### src/rtl/define.sv
// Shared width definitions for the AXI write-port arbiter.
`ifndef AXI_WR_ARBITER_DEFINE_SV
`define AXI_WR_ARBITER_DEFINE_SV
`define ADDR_BITS 32
`define LEN_BITS  8
`define SIZE_BITS 3
`define DATA_BITS 32
`endif

### src/rtl/axi_wr_arbiter_if.sv
// Bundle of requester-side and shared AXI write-port signals around the arbiter.
`include "define.sv"

interface axi_wr_arbiter_if #(
    parameter int NREQ      = 2,
    parameter int ADDR_BITS = `ADDR_BITS,
    parameter int LEN_BITS  = `LEN_BITS,
    parameter int SIZE_BITS = `SIZE_BITS,
    parameter int DATA_BITS = `DATA_BITS
);
    localparam int AWI = ADDR_BITS + LEN_BITS + SIZE_BITS + 2;
    localparam int GW  = $clog2(NREQ);

    logic [NREQ-1:0]             req_aw_valid;
    logic [NREQ-1:0]             req_aw_ready;
    logic [NREQ*AWI-1:0]         req_aw_info;
    logic [NREQ-1:0]             req_w_valid;
    logic [NREQ-1:0]             req_w_ready;
    logic [NREQ*DATA_BITS-1:0]   req_w_data;
    logic [NREQ*DATA_BITS/8-1:0] req_w_strb;
    logic [NREQ-1:0]             req_w_last;
    logic [NREQ-1:0]             req_b_valid;
    logic [NREQ-1:0]             req_b_ready;
    logic [1:0]                  req_b_resp;

    logic                        aw_valid;
    logic                        aw_ready;
    logic [ADDR_BITS-1:0]        aw_addr;
    logic [LEN_BITS-1:0]         aw_len;
    logic [SIZE_BITS-1:0]        aw_size;
    logic [1:0]                  aw_burst;
    logic                        w_valid;
    logic                        w_ready;
    logic [DATA_BITS-1:0]        w_data;
    logic [DATA_BITS/8-1:0]      w_strb;
    logic                        w_last;
    logic                        b_valid;
    logic                        b_ready;
    logic [1:0]                  b_resp;

    logic [GW-1:0]               grant_id;
    logic                        busy;

    modport master (
        input  req_aw_valid, req_aw_info, req_w_valid, req_w_data, req_w_strb,
               req_w_last, req_b_ready, aw_ready, w_ready, b_valid, b_resp,
        output req_aw_ready, req_w_ready, req_b_valid, req_b_resp,
               aw_valid, aw_addr, aw_len, aw_size, aw_burst,
               w_valid, w_data, w_strb, w_last, b_ready, grant_id, busy
    );

    modport slave (
        output req_aw_valid, req_aw_info, req_w_valid, req_w_data, req_w_strb,
               req_w_last, req_b_ready, aw_ready, w_ready, b_valid, b_resp,
        input  req_aw_ready, req_w_ready, req_b_valid, req_b_resp,
               aw_valid, aw_addr, aw_len, aw_size, aw_burst,
               w_valid, w_data, w_strb, w_last, b_ready, grant_id, busy
    );
endinterface

### src/rtl/axi_wr_arbiter.sv
// Round-robin arbiter sharing one AXI write port among NREQ requesters,
// one transaction (AW, W burst, B) outstanding at a time.
`include "define.sv"

module axi_wr_arbiter #(
    parameter int NREQ = 2
) (
    input logic               aclk,
    input logic               areset,
    axi_wr_arbiter_if.master  bus
);
    localparam int ADDR_BITS = `ADDR_BITS;
    localparam int LEN_BITS  = `LEN_BITS;
    localparam int SIZE_BITS = `SIZE_BITS;
    localparam int DATA_BITS = `DATA_BITS;
    localparam int STRB_BITS = DATA_BITS / 8;
    localparam int AWI       = ADDR_BITS + LEN_BITS + SIZE_BITS + 2;
    localparam int GW        = $clog2(NREQ);

    localparam logic [1:0] ST_IDLE = 2'd0;
    localparam logic [1:0] ST_ADDR = 2'd1;
    localparam logic [1:0] ST_DATA = 2'd2;
    localparam logic [1:0] ST_RESP = 2'd3;

    logic [1:0]           state_q, state_d;
    logic [GW-1:0]        last_grant_q, last_grant_d;
    logic [GW-1:0]        grant_q, grant_d;
    logic [ADDR_BITS-1:0] aw_addr_q, aw_addr_d;
    logic [LEN_BITS-1:0]  aw_len_q, aw_len_d;
    logic [SIZE_BITS-1:0] aw_size_q, aw_size_d;
    logic [1:0]           aw_burst_q, aw_burst_d;

    logic                 any_req;
    logic [GW-1:0]        winner;
    logic [GW-1:0]        cand;
    logic [AWI-1:0]       win_info;

    // Search upward from the requester after last_grant, wrapping to 0.
    always_comb begin
        any_req = 1'b0;
        winner  = '0;
        cand    = '0;
        for (int k = 1; k <= NREQ; k++) begin
            cand = GW'((int'(last_grant_q) + k) % NREQ);
            if (!any_req && bus.req_aw_valid[cand]) begin
                any_req = 1'b1;
                winner  = cand;
            end
        end
    end

    assign win_info = bus.req_aw_info[int'(winner)*AWI +: AWI];

    // NOTE: every signal written here gets a default first, so no path
    // through the case statement can leave a latch behind.
    always_comb begin
        state_d      = state_q;
        last_grant_d = last_grant_q;
        grant_d      = grant_q;
        aw_addr_d    = aw_addr_q;
        aw_len_d     = aw_len_q;
        aw_size_d    = aw_size_q;
        aw_burst_d   = aw_burst_q;
        case (state_q)
            ST_IDLE: if (any_req) begin
                state_d = ST_ADDR;
                grant_d = winner;
                {aw_addr_d, aw_len_d, aw_size_d, aw_burst_d} = win_info;
            end
            ST_ADDR: if (bus.aw_ready) state_d = ST_DATA;
            ST_DATA: if (bus.req_w_valid[grant_q] && bus.w_ready && bus.req_w_last[grant_q])
                state_d = ST_RESP;
            ST_RESP: if (bus.b_valid && bus.req_b_ready[grant_q]) begin
                state_d      = ST_IDLE;
                last_grant_d = grant_q;
            end
            default: state_d = ST_IDLE;
        endcase
    end

    // NOTE: registers update with non-blocking assignments so every flop
    // samples the pre-edge value of every other flop.
    always_ff @(posedge aclk or posedge areset) begin
        if (areset) begin
            state_q      <= ST_IDLE;
            last_grant_q <= GW'(NREQ - 1);
            grant_q      <= '0;
            aw_addr_q    <= '0;
            aw_len_q     <= '0;
            aw_size_q    <= '0;
            aw_burst_q   <= '0;
        end else begin
            state_q      <= state_d;
            last_grant_q <= last_grant_d;
            grant_q      <= grant_d;
            aw_addr_q    <= aw_addr_d;
            aw_len_q     <= aw_len_d;
            aw_size_q    <= aw_size_d;
            aw_burst_q   <= aw_burst_d;
        end
    end

    // No accept pulse while reset is held: the grant could not be registered.
    always_comb begin
        bus.req_aw_ready = '0;
        bus.req_w_ready  = '0;
        bus.req_b_valid  = '0;
        bus.w_valid      = 1'b0;
        bus.b_ready      = 1'b0;
        if (state_q == ST_IDLE && any_req && !areset) bus.req_aw_ready[winner] = 1'b1;
        if (state_q == ST_DATA) begin
            bus.w_valid              = bus.req_w_valid[grant_q];
            bus.req_w_ready[grant_q] = bus.w_ready;
        end
        if (state_q == ST_RESP) begin
            bus.req_b_valid[grant_q] = bus.b_valid;
            bus.b_ready              = bus.req_b_ready[grant_q];
        end
    end

    assign bus.aw_valid   = (state_q == ST_ADDR);
    assign bus.aw_addr    = aw_addr_q;
    assign bus.aw_len     = aw_len_q;
    assign bus.aw_size    = aw_size_q;
    assign bus.aw_burst   = aw_burst_q;
    assign bus.w_data     = bus.req_w_data[int'(grant_q)*DATA_BITS +: DATA_BITS];
    assign bus.w_strb     = bus.req_w_strb[int'(grant_q)*STRB_BITS +: STRB_BITS];
    assign bus.w_last     = bus.req_w_last[grant_q];
    assign bus.req_b_resp = bus.b_resp;
    assign bus.grant_id   = grant_q;
    assign bus.busy       = (state_q != ST_IDLE);
endmodule

### src/flat_wrapper.sv
// flat-port wrapper written by rule: the top's interface ports become plain ports
module axi_wr_arbiter_flat 
#(
    parameter int NREQ = 2
)
  (aclk, areset, bus_req_aw_valid, bus_req_aw_info, bus_req_w_valid, bus_req_w_data, bus_req_w_strb, bus_req_w_last, bus_req_b_ready, bus_aw_ready, bus_w_ready, bus_b_valid, bus_b_resp, bus_req_aw_ready, bus_req_w_ready, bus_req_b_valid, bus_req_b_resp, bus_aw_valid, bus_aw_addr, bus_aw_len, bus_aw_size, bus_aw_burst, bus_w_valid, bus_w_data, bus_w_strb, bus_w_last, bus_b_ready, bus_grant_id, bus_busy);
  axi_wr_arbiter_if #(.NREQ(NREQ)) bus_i ();
  input logic aclk;
  input logic areset;
  input wire logic [$bits(bus_i.req_aw_valid)-1:0] bus_req_aw_valid;
  input wire logic [$bits(bus_i.req_aw_info)-1:0] bus_req_aw_info;
  input wire logic [$bits(bus_i.req_w_valid)-1:0] bus_req_w_valid;
  input wire logic [$bits(bus_i.req_w_data)-1:0] bus_req_w_data;
  input wire logic [$bits(bus_i.req_w_strb)-1:0] bus_req_w_strb;
  input wire logic [$bits(bus_i.req_w_last)-1:0] bus_req_w_last;
  input wire logic [$bits(bus_i.req_b_ready)-1:0] bus_req_b_ready;
  input wire logic [$bits(bus_i.aw_ready)-1:0] bus_aw_ready;
  input wire logic [$bits(bus_i.w_ready)-1:0] bus_w_ready;
  input wire logic [$bits(bus_i.b_valid)-1:0] bus_b_valid;
  input wire logic [$bits(bus_i.b_resp)-1:0] bus_b_resp;
  output wire logic [$bits(bus_i.req_aw_ready)-1:0] bus_req_aw_ready;
  output wire logic [$bits(bus_i.req_w_ready)-1:0] bus_req_w_ready;
  output wire logic [$bits(bus_i.req_b_valid)-1:0] bus_req_b_valid;
  output wire logic [$bits(bus_i.req_b_resp)-1:0] bus_req_b_resp;
  output wire logic [$bits(bus_i.aw_valid)-1:0] bus_aw_valid;
  output wire logic [$bits(bus_i.aw_addr)-1:0] bus_aw_addr;
  output wire logic [$bits(bus_i.aw_len)-1:0] bus_aw_len;
  output wire logic [$bits(bus_i.aw_size)-1:0] bus_aw_size;
  output wire logic [$bits(bus_i.aw_burst)-1:0] bus_aw_burst;
  output wire logic [$bits(bus_i.w_valid)-1:0] bus_w_valid;
  output wire logic [$bits(bus_i.w_data)-1:0] bus_w_data;
  output wire logic [$bits(bus_i.w_strb)-1:0] bus_w_strb;
  output wire logic [$bits(bus_i.w_last)-1:0] bus_w_last;
  output wire logic [$bits(bus_i.b_ready)-1:0] bus_b_ready;
  output wire logic [$bits(bus_i.grant_id)-1:0] bus_grant_id;
  output wire logic [$bits(bus_i.busy)-1:0] bus_busy;
  assign bus_i.req_aw_valid = bus_req_aw_valid;
  assign bus_i.req_aw_info = bus_req_aw_info;
  assign bus_i.req_w_valid = bus_req_w_valid;
  assign bus_i.req_w_data = bus_req_w_data;
  assign bus_i.req_w_strb = bus_req_w_strb;
  assign bus_i.req_w_last = bus_req_w_last;
  assign bus_i.req_b_ready = bus_req_b_ready;
  assign bus_i.aw_ready = bus_aw_ready;
  assign bus_i.w_ready = bus_w_ready;
  assign bus_i.b_valid = bus_b_valid;
  assign bus_i.b_resp = bus_b_resp;
  assign bus_req_aw_ready = bus_i.req_aw_ready;
  assign bus_req_w_ready = bus_i.req_w_ready;
  assign bus_req_b_valid = bus_i.req_b_valid;
  assign bus_req_b_resp = bus_i.req_b_resp;
  assign bus_aw_valid = bus_i.aw_valid;
  assign bus_aw_addr = bus_i.aw_addr;
  assign bus_aw_len = bus_i.aw_len;
  assign bus_aw_size = bus_i.aw_size;
  assign bus_aw_burst = bus_i.aw_burst;
  assign bus_w_valid = bus_i.w_valid;
  assign bus_w_data = bus_i.w_data;
  assign bus_w_strb = bus_i.w_strb;
  assign bus_w_last = bus_i.w_last;
  assign bus_b_ready = bus_i.b_ready;
  assign bus_grant_id = bus_i.grant_id;
  assign bus_busy = bus_i.busy;
  axi_wr_arbiter #(.NREQ(NREQ)) u_core (.aclk(aclk), .areset(areset), .bus(bus_i));
endmodule
### config.mk
export PLATFORM = sky130hd
export DESIGN_NAME = axi_wr_arbiter_flat
export DESIGN_NICKNAME = d
export VERILOG_FILES = /design/src/rtl/axi_wr_arbiter_if.sv /design/src/rtl/axi_wr_arbiter.sv /design/src/flat_wrapper.sv
export VERILOG_INCLUDE_DIRS = /design/src /design/src/rtl
export SDC_FILE = /design/constraint.sdc
export NUM_CORES = 1
export LEC_CHECK = 0
export CAP_MARGIN = 20
export CORE_AREA = 4 4 105 107
export CTS_BUF_LIST = sky130_fd_sc_hd__clkbuf_16
export DETAILED_ROUTE_END_ITERATION = 10
export DIE_AREA = 0 0 109 111
export GPL_TIMING_DRIVEN = 1
export PLACE_DENSITY = 0.77
export SLEW_MARGIN = 20
export SYNTH_ARGS = -nofsm -noshare
export SYNTH_HDL_FRONTEND = slang
export SYNTH_SLANG_ARGS = --single-unit
export TNS_END_PERCENT = 20
### constraint.sdc
create_clock -name aclk -period 2.6 [get_ports aclk]
set_input_delay 0.39 -clock aclk [delete_from_list [all_inputs] [get_ports aclk]]
set_output_delay 0.39 -clock aclk [all_outputs]
set_load 0.01 [all_outputs]
==> results.tsv <==
metric	value	unit
netlist-cell-type-count	30	
ctsHtreeMaxLevel	2	
clkPwrFrac	0.148	
setup.reg_to_reg.worst_slack	500	ps
final.fill_count	870	
largest_net_degree_at_the_start_of_global_routing	92	
final.period_utilization	0.965	
post-layout-total-power	5.14	mW
rsz0062_at_grt	false	
p_switching	1.82	mW
setup-tns-final	0	ps
place.detailed.instances	669	
clock_sink_count	49	
min-delay-path-class	register to register	
internal_power	3.32	mW
yosysWarnings	0	
final-setup-viol-count	0	
timing.critical_path.arrival	2120	ps
grt_pass1_vias	3093	
fmax	0.398	GHz
drive_gt1_frac	0.109	
cts.repair_timing.setup_buffer_count	0	
final_core_util	0.581	
critical_path_depth	3	
finish.net_count	722	
gpl.final_weighted_congestion	0.862	
top_level_ports	272	
die_x	109	um
die_height	111	um
netlist_instances	281	
detail-route-antenna-nets	0	
slowest_delay	640	ps
critical_path.slowest_cell	sky130_fd_sc_hd__dfrtp_2	
rr_startpoint	u_core.bus.grant_id$_DFFE_PP0P_	
clock_insertion_delay_worst_skew	290	ps
port-buffer-count	267	
mappedNetlistArea	2890	sq um
worst-path-buf-inv	2	
postLayoutCellArea	5890	sq um
syn_area_per_cell	10.3	sq um
place_area	5710	sq um
gr-usage-all-layers	0.184	
worst_path_class_setup	register to output pin	
worst_r2r_endpoint	u_core.state_q[1]$_DFFE_PP0P_	
postLayoutSetupSlackWorst	90.2	ps
wl_per_cell	17.6	um
synthToLayoutAreaGrowth	104	%
grt_pass1_wl	17.2	mm
num_rows	37	
clock_pin_slew_on_the_worst_setup_and_hold_paths	70	ps
tritoncts	built	
clock-root-buffer	sky130_fd_sc_hd__clkbuf_16	
cts_hold_buffers	0	
mappedNetlistNets	463	
power_per_cell_area	874	nW/um^2
setup.worst_path.start	u_core.bus.grant_id$_DFFE_PP0P_	
floorplan.initialDensity	0.285	
timing.critical_path.from_type	register	
max-slew-margin-rel	0.499	
fp.dieArea	12100	sq um
crit_family	buffers and inverters	
pre_cts_ws	256	ps
tightestPinTransition	751	ps
crit_end	bus_w_strb[1]	
grt_antenna_before_repair	0	
final.min_clock_period	2510	ps
crit_path_max_fanout	21	
switching_share	0.354	
ir_drop	0.452	mV
cp_data_required_time	2210	ps
finalClockSkew	8.43	ps
pwr-share-seq	0.270	
worst_setup_end_kind	output pin	
post-dp-hpwl	9.98	mm
drt_iter0_drc	125	
core_region_area	10100	sq um
slew_viol_final	0	
num_antenna_cells	0	
final.hold.worst_slack	479	ps
max_cap_viol	0	
cts_buffers	5	
dr_total_vias	3058	
path_cells	buf_4 -> mux2_2 -> clkdlybuf4s50_1	
finalWirelength	11.9	mm
drt_first_pass_iters	4	
reg2reg_depth	5	
route.detailed.vias_per_inst	4.52	
global_route_overflow	0	
ctsResizeCount	0	
cts-root-to-sink-buffers	2	
fin_cells	677	
p_leak	2.48	nW
power.share.combinational	0.581	
min_from	u_core.bus.aw_len[1]$_DFFE_PP0P_	
ys_seq_elements	49	
run_status	finished clean	
drt_drc_violations_left	0	
synth_sequential_area_ratio	0.425	
finalHoldViolations	0	
[routing by layer]
metal  part of all wire  global-route usage
met2               0.52               0.344
met1               0.34               0.185
met4              0.034              0.0631
met3               0.11              0.0623
met5                  0                   0
[power by group through the flow]
| stage | Sequential (mW) | Combinational [mW] | Clock (mW) |
|---|---|---|---|
| floorplan | 1.49 | 1.23 | 0 |
| global placement | 1.38 | 2.99 | 0 |
| detailed placement | 1.41 | 3.03 | 0 |
| CTS | 1.40 | 3.04 | 0.783 |
| global route | 1.45 | 3.20 | 0.821 |
| finish | 1.39 | 2.99 | 0.763 |
[worst reg2reg max path, stage by stage, from the launching register on]
cell	delay [ps]
sky130_fd_sc_hd__dfrtp_2	640
sky130_fd_sc_hd__buf_4	320
sky130_fd_sc_hd__nand4_1	110
sky130_fd_sc_hd__and3_4	190
sky130_fd_sc_hd__a2111oi_4	360
sky130_fd_sc_hd__mux2_1	360
[Yosys cell counts (all sizes together)]
cell      n  area, sq um
o21ai    46          230
a22o      1         8.76
nor3      2         10.0
nor3b     1         7.51
nand2    47          176
inv       4         15.0
a21boi    1         7.51
a2111oi   1         27.5
nand3     1         5.00
o32a      1         10.0
nand2b    1         6.26
nand4     1         6.26
a21oi     1         5.00
ha        5         62.6
nor2      3         11.3
buf       8         56.3
mux2i    47          470
clkbuf   14         52.6
mux2     38          428
a211o     1         8.76
and3      3         23.8
dfrtp    48         1200
nor2b     3         18.8
dfstp     1         26.3
a31oi     1         6.26
nand4b    1         8.76
[layout make-up]
cell class	instances	area, sq um	area share
Timing Repair Buffer	274	2740	0.465
Multi-Input combinational cell	206	1560	0.265
Sequential cell	49	1230	0.209
Tap cell	136	170	0.0289
Clock buffer	5	125	0.0212
Clock inverter	3	50.0	0.00850
Inverter	4	15.0	0.00255
[placed cells by master (no fill, tap or decap), types with 2 or more instances in the layout]
cell type	count
sky130_fd_sc_hd__clkbuf_16	5
sky130_fd_sc_hd__clkdlybuf4s50_1	267
sky130_fd_sc_hd__buf_4	6
sky130_fd_sc_hd__mux2_2	37
sky130_fd_sc_hd__nor2_1	3
sky130_fd_sc_hd__nor3_1	2
sky130_fd_sc_hd__nand2_1	47
sky130_fd_sc_hd__mux2i_1	47
sky130_fd_sc_hd__ha_1	5
sky130_fd_sc_hd__dfrtp_1	47
sky130_fd_sc_hd__inv_1	3
sky130_fd_sc_hd__nor2b_1	3
sky130_fd_sc_hd__o21ai_0	45
sky130_fd_sc_hd__and3_1	2
[logic make-up after synthesis]
family                   count (synthesis)  synth area share
multiplexers                            85             0.311
AO/OA/AOI/OAI                           53             0.105
buffers and inverters                   26            0.0429
AND/OR/NAND/NOR                         63            0.0948
adder cells (fa/ha/maj)                  5            0.0216
flip-flops                              49             0.425
[registers in the layout, indices dropped and copies added (netlist names)]
signal and count:
u_core.bus.aw_size 3, u_core.bus.aw_len 8, u_core.state_q 2, u_core.bus.grant_id 1, u_core.bus.aw_burst 2, u_core.bus.aw_addr 32, u_core.last_grant_q 1
[worst min-delay path by stage]
stage / endpoint / slack [ps] / cells past startpoint
after floorplan: u_core.last_grant_q$_DFFE_PP1P_ / 510 / 2
after global placement: u_core.bus.aw_addr[21]$_DFFE_PP0P_ / 460 / 2
after detailed placement: u_core.bus.aw_addr[2]$_DFFE_PP0P_ / 470 / 2
after CTS: u_core.bus.aw_addr[2]$_DFFE_PP0P_ / 480 / 2
after global routing: u_core.bus.aw_addr[2]$_DFFE_PP0P_ / 500 / 2
final: u_core.bus.aw_len[1]$_DFFE_PP0P_ / 480 / 2
No activity file was read; power rests on OpenSTA's default activity.
